**src/rtl/universal_shift_reg_n.sv**
```systemverilog
// WIDTH-bit 74LS194-style universal shift register with a counted burst-shift engine.
// Optional rotation fill is enabled by defining USR_ROTATE_EN, which adds the rot input.
module universal_shift_reg_n #(
   parameter int WIDTH = 8,
   parameter int CNT_W = 4
) (
   input  logic             clk,
   input  logic             CR,
   input  logic             S1,
   input  logic             S0,
   input  logic [WIDTH-1:0] D,
   input  logic             SR,
   input  logic             SL,
`ifdef USR_ROTATE_EN
   input  logic             rot,
`endif
   input  logic             start,
   input  logic [CNT_W-1:0] count,
   output logic [WIDTH-1:0] Q,
   output logic             SO_R,
   output logic             SO_L,
   output logic             busy,
   output logic             done
);

   typedef enum logic {IDLE, BURST} state_t;
   typedef enum logic [1:0] {
      M_HOLD  = 2'b00,
      M_RIGHT = 2'b01,
      M_LEFT  = 2'b10,
      M_LOAD  = 2'b11
   } mode_t;

   state_t           state;
   logic [CNT_W-1:0] rem;
   logic             dir_left;
   mode_t            mode;
   logic             fill_r;
   logic             fill_l;
   logic [WIDTH-1:0] q_shr;
   logic [WIDTH-1:0] q_shl;
   logic             burst_req;

   assign mode = mode_t'({S1, S0});

`ifdef USR_ROTATE_EN
   // With rot set, each end is fed from the opposite end instead of the serial inputs.
   assign fill_r = rot ? Q[WIDTH-1] : SR;
   assign fill_l = rot ? Q[0]       : SL;
`else
   assign fill_r = SR;
   assign fill_l = SL;
`endif

   assign q_shr = {Q[WIDTH-2:0], fill_r};
   assign q_shl = {fill_l, Q[WIDTH-1:1]};

   assign burst_req = start && (mode == M_RIGHT || mode == M_LEFT) && (count != '0);

   assign SO_R = Q[WIDTH-1];
   assign SO_L = Q[0];

   // NOTE: every register here, including rem and the latched direction, is cleared by CR
   // and assigned with <= only, so all flops update together from the same pre-edge values.
   always_ff @(posedge clk or negedge CR) begin
      if (!CR) begin
         Q        <= '0;
         rem      <= '0;
         dir_left <= 1'b0;
         busy     <= 1'b0;
         done     <= 1'b0;
         state    <= IDLE;
      end else begin
         done <= 1'b0;
         case (state)
            IDLE: begin
               if (burst_req) begin
                  // Q holds on the accepting edge; shifting begins on the next one.
                  dir_left <= (mode == M_LEFT);
                  rem      <= count;
                  busy     <= 1'b1;
                  state    <= BURST;
               end else begin
                  case (mode)
                     M_RIGHT: Q <= q_shr;
                     M_LEFT:  Q <= q_shl;
                     M_LOAD:  Q <= D;
                     default: Q <= Q;
                  endcase
               end
            end
            BURST: begin
               Q   <= dir_left ? q_shl : q_shr;
               rem <= rem - CNT_W'(1);
               if (rem == CNT_W'(1)) begin
                  busy  <= 1'b0;
                  done  <= 1'b1;
                  state <= IDLE;
               end
            end
            default: state <= IDLE;
         endcase
      end
   end

endmodule

```
**config.mk**
```make
export PLATFORM = sky130hd
export DESIGN_NAME = universal_shift_reg_n
export DESIGN_NICKNAME = d
export VERILOG_FILES = /design/src/rtl/universal_shift_reg_n.sv
export SDC_FILE = /design/constraint.sdc
export NUM_CORES = 1
export LEC_CHECK = 0
export BUFFER_PORTS_ARGS = -buffer_cell sky130_fd_sc_hd__buf_2
export CAP_MARGIN = 20
export CORE_MARGIN = 10
export CORE_UTILIZATION = 30
export DETAILED_ROUTE_END_ITERATION = 7
export GPL_TIMING_DRIVEN = 0
export PLACE_DENSITY_LB_ADDON = 0.3
export SYNTH_ARGS = -nofsm -noshare
export SYNTH_HDL_FRONTEND = slang
export SYNTH_SLANG_ARGS = --single-unit
```
**constraint.sdc**
```tcl
create_clock -name clk -period 1.4 [get_ports clk]
set_input_delay 0.28 -clock clk [delete_from_list [all_inputs] [get_ports clk]]
set_output_delay 0.28 -clock clk [all_outputs]
set_load 0.03 [all_outputs]
```
==> flow_summary_export.csv <==
group,metric,value,unit
outcome,status,"finished clean",
placed_design,pre_cts_ws,-0.636,ns
worst_setup_path,startpoint,"S0",
global_routing,overflow,0,
cts,h-tree-depth,1,
route,vias,1144,
cts,insertion_delay,0.25,ns
timing,grt_setup_unrepaired,"yes",
route,ant_nets,0,
timing,hold_viol,0,
route,wl_met3,171,µm
worst_setup_path,crit_arrival,1.53,ns
floorplanning,die_w,83.0,µm
route,wl,3400,µm
placed_design,place_hpwl,2480,µm
worst_setup_path,worst_setup_path_start_kind,"primary input",
job,drv_cap,0,
yosys,syn_area_per_cell,8.75,µm²
worst_setup_path,required,1.53,ns
worst_setup_path,endpoint_kind,"register",
placed_design,io_buffer_count,30,
route,drc,0,
pwr,p_leak,0.748,nW
yosys,yosysTopAreaCell,"dfrtp_1",
timing,period_minus_slack,1.39,ns
timing,finalSetupViolations,0,
worst_setup_path,reg2reg_depth,5,
yosys,synth.distinct_cells,31,
floorplanning,die_y,83.0,µm
yosys,synth_ff_type,"dfrtp_1",
layout,final_util,45.5,%
floorplanning,core_area,0.00374,mm²
yosys,synth_seq_area_share,33.6,%
global_routing,grt_max_degree,17,
global_routing,grt_pass1_wl,5730,µm
cts,cts_tree,"built",
worst_setup_path,critPathKind,"in -> reg",
worst_hold_path,hp-class,"in -> reg",
floorplanning,core.rowCount,22,
yosys,synth-seq-cells,16,
yosys,synth_area_leaders,"dfrtp_1 34%, mux2i_1 10%, o21ai_0 8.0%",
route,post_drt_via_cell_ratio,5.18,
global_routing,grt_antenna_before_repair,0,
yosys,yosysMostFrequentCell,"o21ai_0",
yosys,synthCells,136,
yosys,ys.warnings.count,0,
timing,fin_crit_sh,99.4,%
timing,fmax,718,MHz
worst_setup_path,path_buf_inv,2,
route,post_drt_wl_per_cell,15.4,µm
route,wl_met1,1480,µm
pwr,ir_drop,0.000999,V
global_routing,grt_usage,9.71,%
route,first_pass_iters,5,
worst_setup_path,r2r_start,"state",
placed_design,place_area,0.00148,mm²
cts,tritoncts.num_buffers,3,
floorplanning,io_pins,31,
worst_setup_path,crit_chain,"buf_12, inv_12, ha_4, or2_4, or3_4, o21ai_0, a221oi_2",
timing,slew_headroom,74.0,%
cts,clkSinkCount,16,
layout,drive_above_1_share,41.0,%
pwr,power_density,1970,mW/mm²
timing,slew_violations,0,
floorplanning,die_area,0.00689,mm²
route,highest_layer,"met4",
worst_setup_path,critPathSlowestCell,"or3_4",
worst_setup_path,cp_max_fo,8,
timing,tightest_slew,0.390,ns
pwr,total_power,3.35,mW
cts,cts_root_buf,"clkbuf_8",
cts,clock_path_buffers,2,
yosys,syn-num-nets,161,
yosys,synthArstFlopShare,100,%
yosys,synth_area,0.00119,mm²
timing,fin_ws,0.00796,ns
floorplanning,start_util,31.8,%
placed_design,place_congestion,0.781,
layout,antenna_cells,0,
route,wl_met2,1730,µm
worst_setup_path,max_stage_delay,0.44,ns
yosys,synth_common_cells,"19 x o21ai_0, 16 x dfrtp_1, 14 x nand2_1",
route,drt-initial-drc-count,60,
layout,syn2layout_area_growth,43.0,%
worst_setup_path,critical-path-top-delay-family,"simple AND/OR/NAND/NOR gates",
cts,clk_pin_slew,0.07,ns
worst_setup_path,crit_cells,7,
yosys,synth_top_area_share,33.6,%
yosys,synth_edf_count,0,
worst_setup_path,crit_path_end,"Q[1]",
worst_setup_path,r2r_end,"Q[4]",
global_routing,grt_pass1_vias,1193,
layout,postLayoutCellArea,0.00170,mm²
layout,nNetsFinal,199,
worst_setup_path,r2r_slack,0.05,ns
timing,finalClockSkew,0.00186,ns
-- placed cells by master, fill, tap and decap left out, types with 2 or more instances in the layout --
master / netlist / layout
buf_2: 2 / 28
dfrtp_1: 16 / 16
o21ai_0: 19 / 14
nand2_1: 14 / 13
nor2_1: 12 / 12
mux2i_1: 12 / 12
nor2b_1: 10 / 8
clkbuf_8: 0 / 6
buf_4: 2 / 6
o21ai_1: 0 / 5
a221oi_2: 0 / 5
inv_1: 5 / 4
buf_6: 1 / 4
a2bb2oi_1: 4 / 3
ha_1: 6 / 3
ha_4: 0 / 3
nor2b_4: 0 / 2
a21oi_1: 3 / 2
o22ai_1: 2 / 2
o21ai_2: 2 / 2
o311a_1: 2 / 2
buf_12: 0 / 2
-- report_power, final --
part	switching [mW]	internal, mW	leakage (nW)
Sequential	0.300	0.696	0.185
Clock	0.172	0.250	0.0288
Combinational	1.09	0.847	0.534
-- metal layers --
layer | vias to the layer above | GRT usage [%]
li1 | 553 | -
met1 | 555 | 10.7
met2 | 32 | 17.4
met3 | 4 | 3.52
met4 | 0 | 1.69
met5 | - | 0
-- metrics by stage --
stage	cells	TNS (ns)	hold WS (ns)
after floorplan	136	-1.92	-0.0156
after global placement	214	-5.62	0.216
after detailed placement	214	-5.91	0.227
after CTS	219	-0.0469	0.297
after global routing	221	-0.0405	0.330
final	221	0	0.297
-- logic make-up after synthesis --
| family | share of synthesized area (%) |
|---|---|
| mux | 11.0 |
| xor+xnor | 1.47 |
| buf+inv | 6.52 |
| simple gates | 18.5 |
| flops | 33.6 |
| fa+ha+maj | 6.31 |
| compound gates | 22.5 |
-- registers in the layout, summed over array words and instances, names as in the netlist --
signal    flops
done          1
busy          1
state         1
rem           4
dir_left      1
Q             8
-- timing repair --
item                                    4_1_cts  5_1_grt
hold buffers                                  1        0
pin swaps                                     4        5
gates resized for setup                      21       11
setup buffers                                 2        3
endpoints found under the setup margin       11       11
endpoints found under the hold margin        16        0
-- worst register-to-register path, stage by stage (launching register included) --
cell	delay, ns
dfrtp_1	0.39
clkbuf_8	0.18
nor4_4	0.19
a211oi_4	0.08
buf_12	0.15
a221oi_1	0.26
-- layout make-up --
type | count | area (µm²)
Inverter | 5 | 31.3
Multi-Input combinational cell | 104 | 842
Sequential cell | 16 | 400
Clock buffer | 4 | 55.1
Timing Repair Buffer | 36 | 244
Fill cell | 387 | 2040
Buffer | 8 | 68.8
Tap cell | 48 | 60.1
-- worst min-delay path by stage --
stage,startpoint,end,depth (start not counted)
after floorplan,CR,Q[0],0
after global placement,CR,Q[1],1
after detailed placement,CR,Q[2],1
after CTS,count[1],rem[1],3
after global routing,count[2],rem[2],3
final,count[1],rem[1],3
Note: power is estimated with default switching activity, not from simulation.
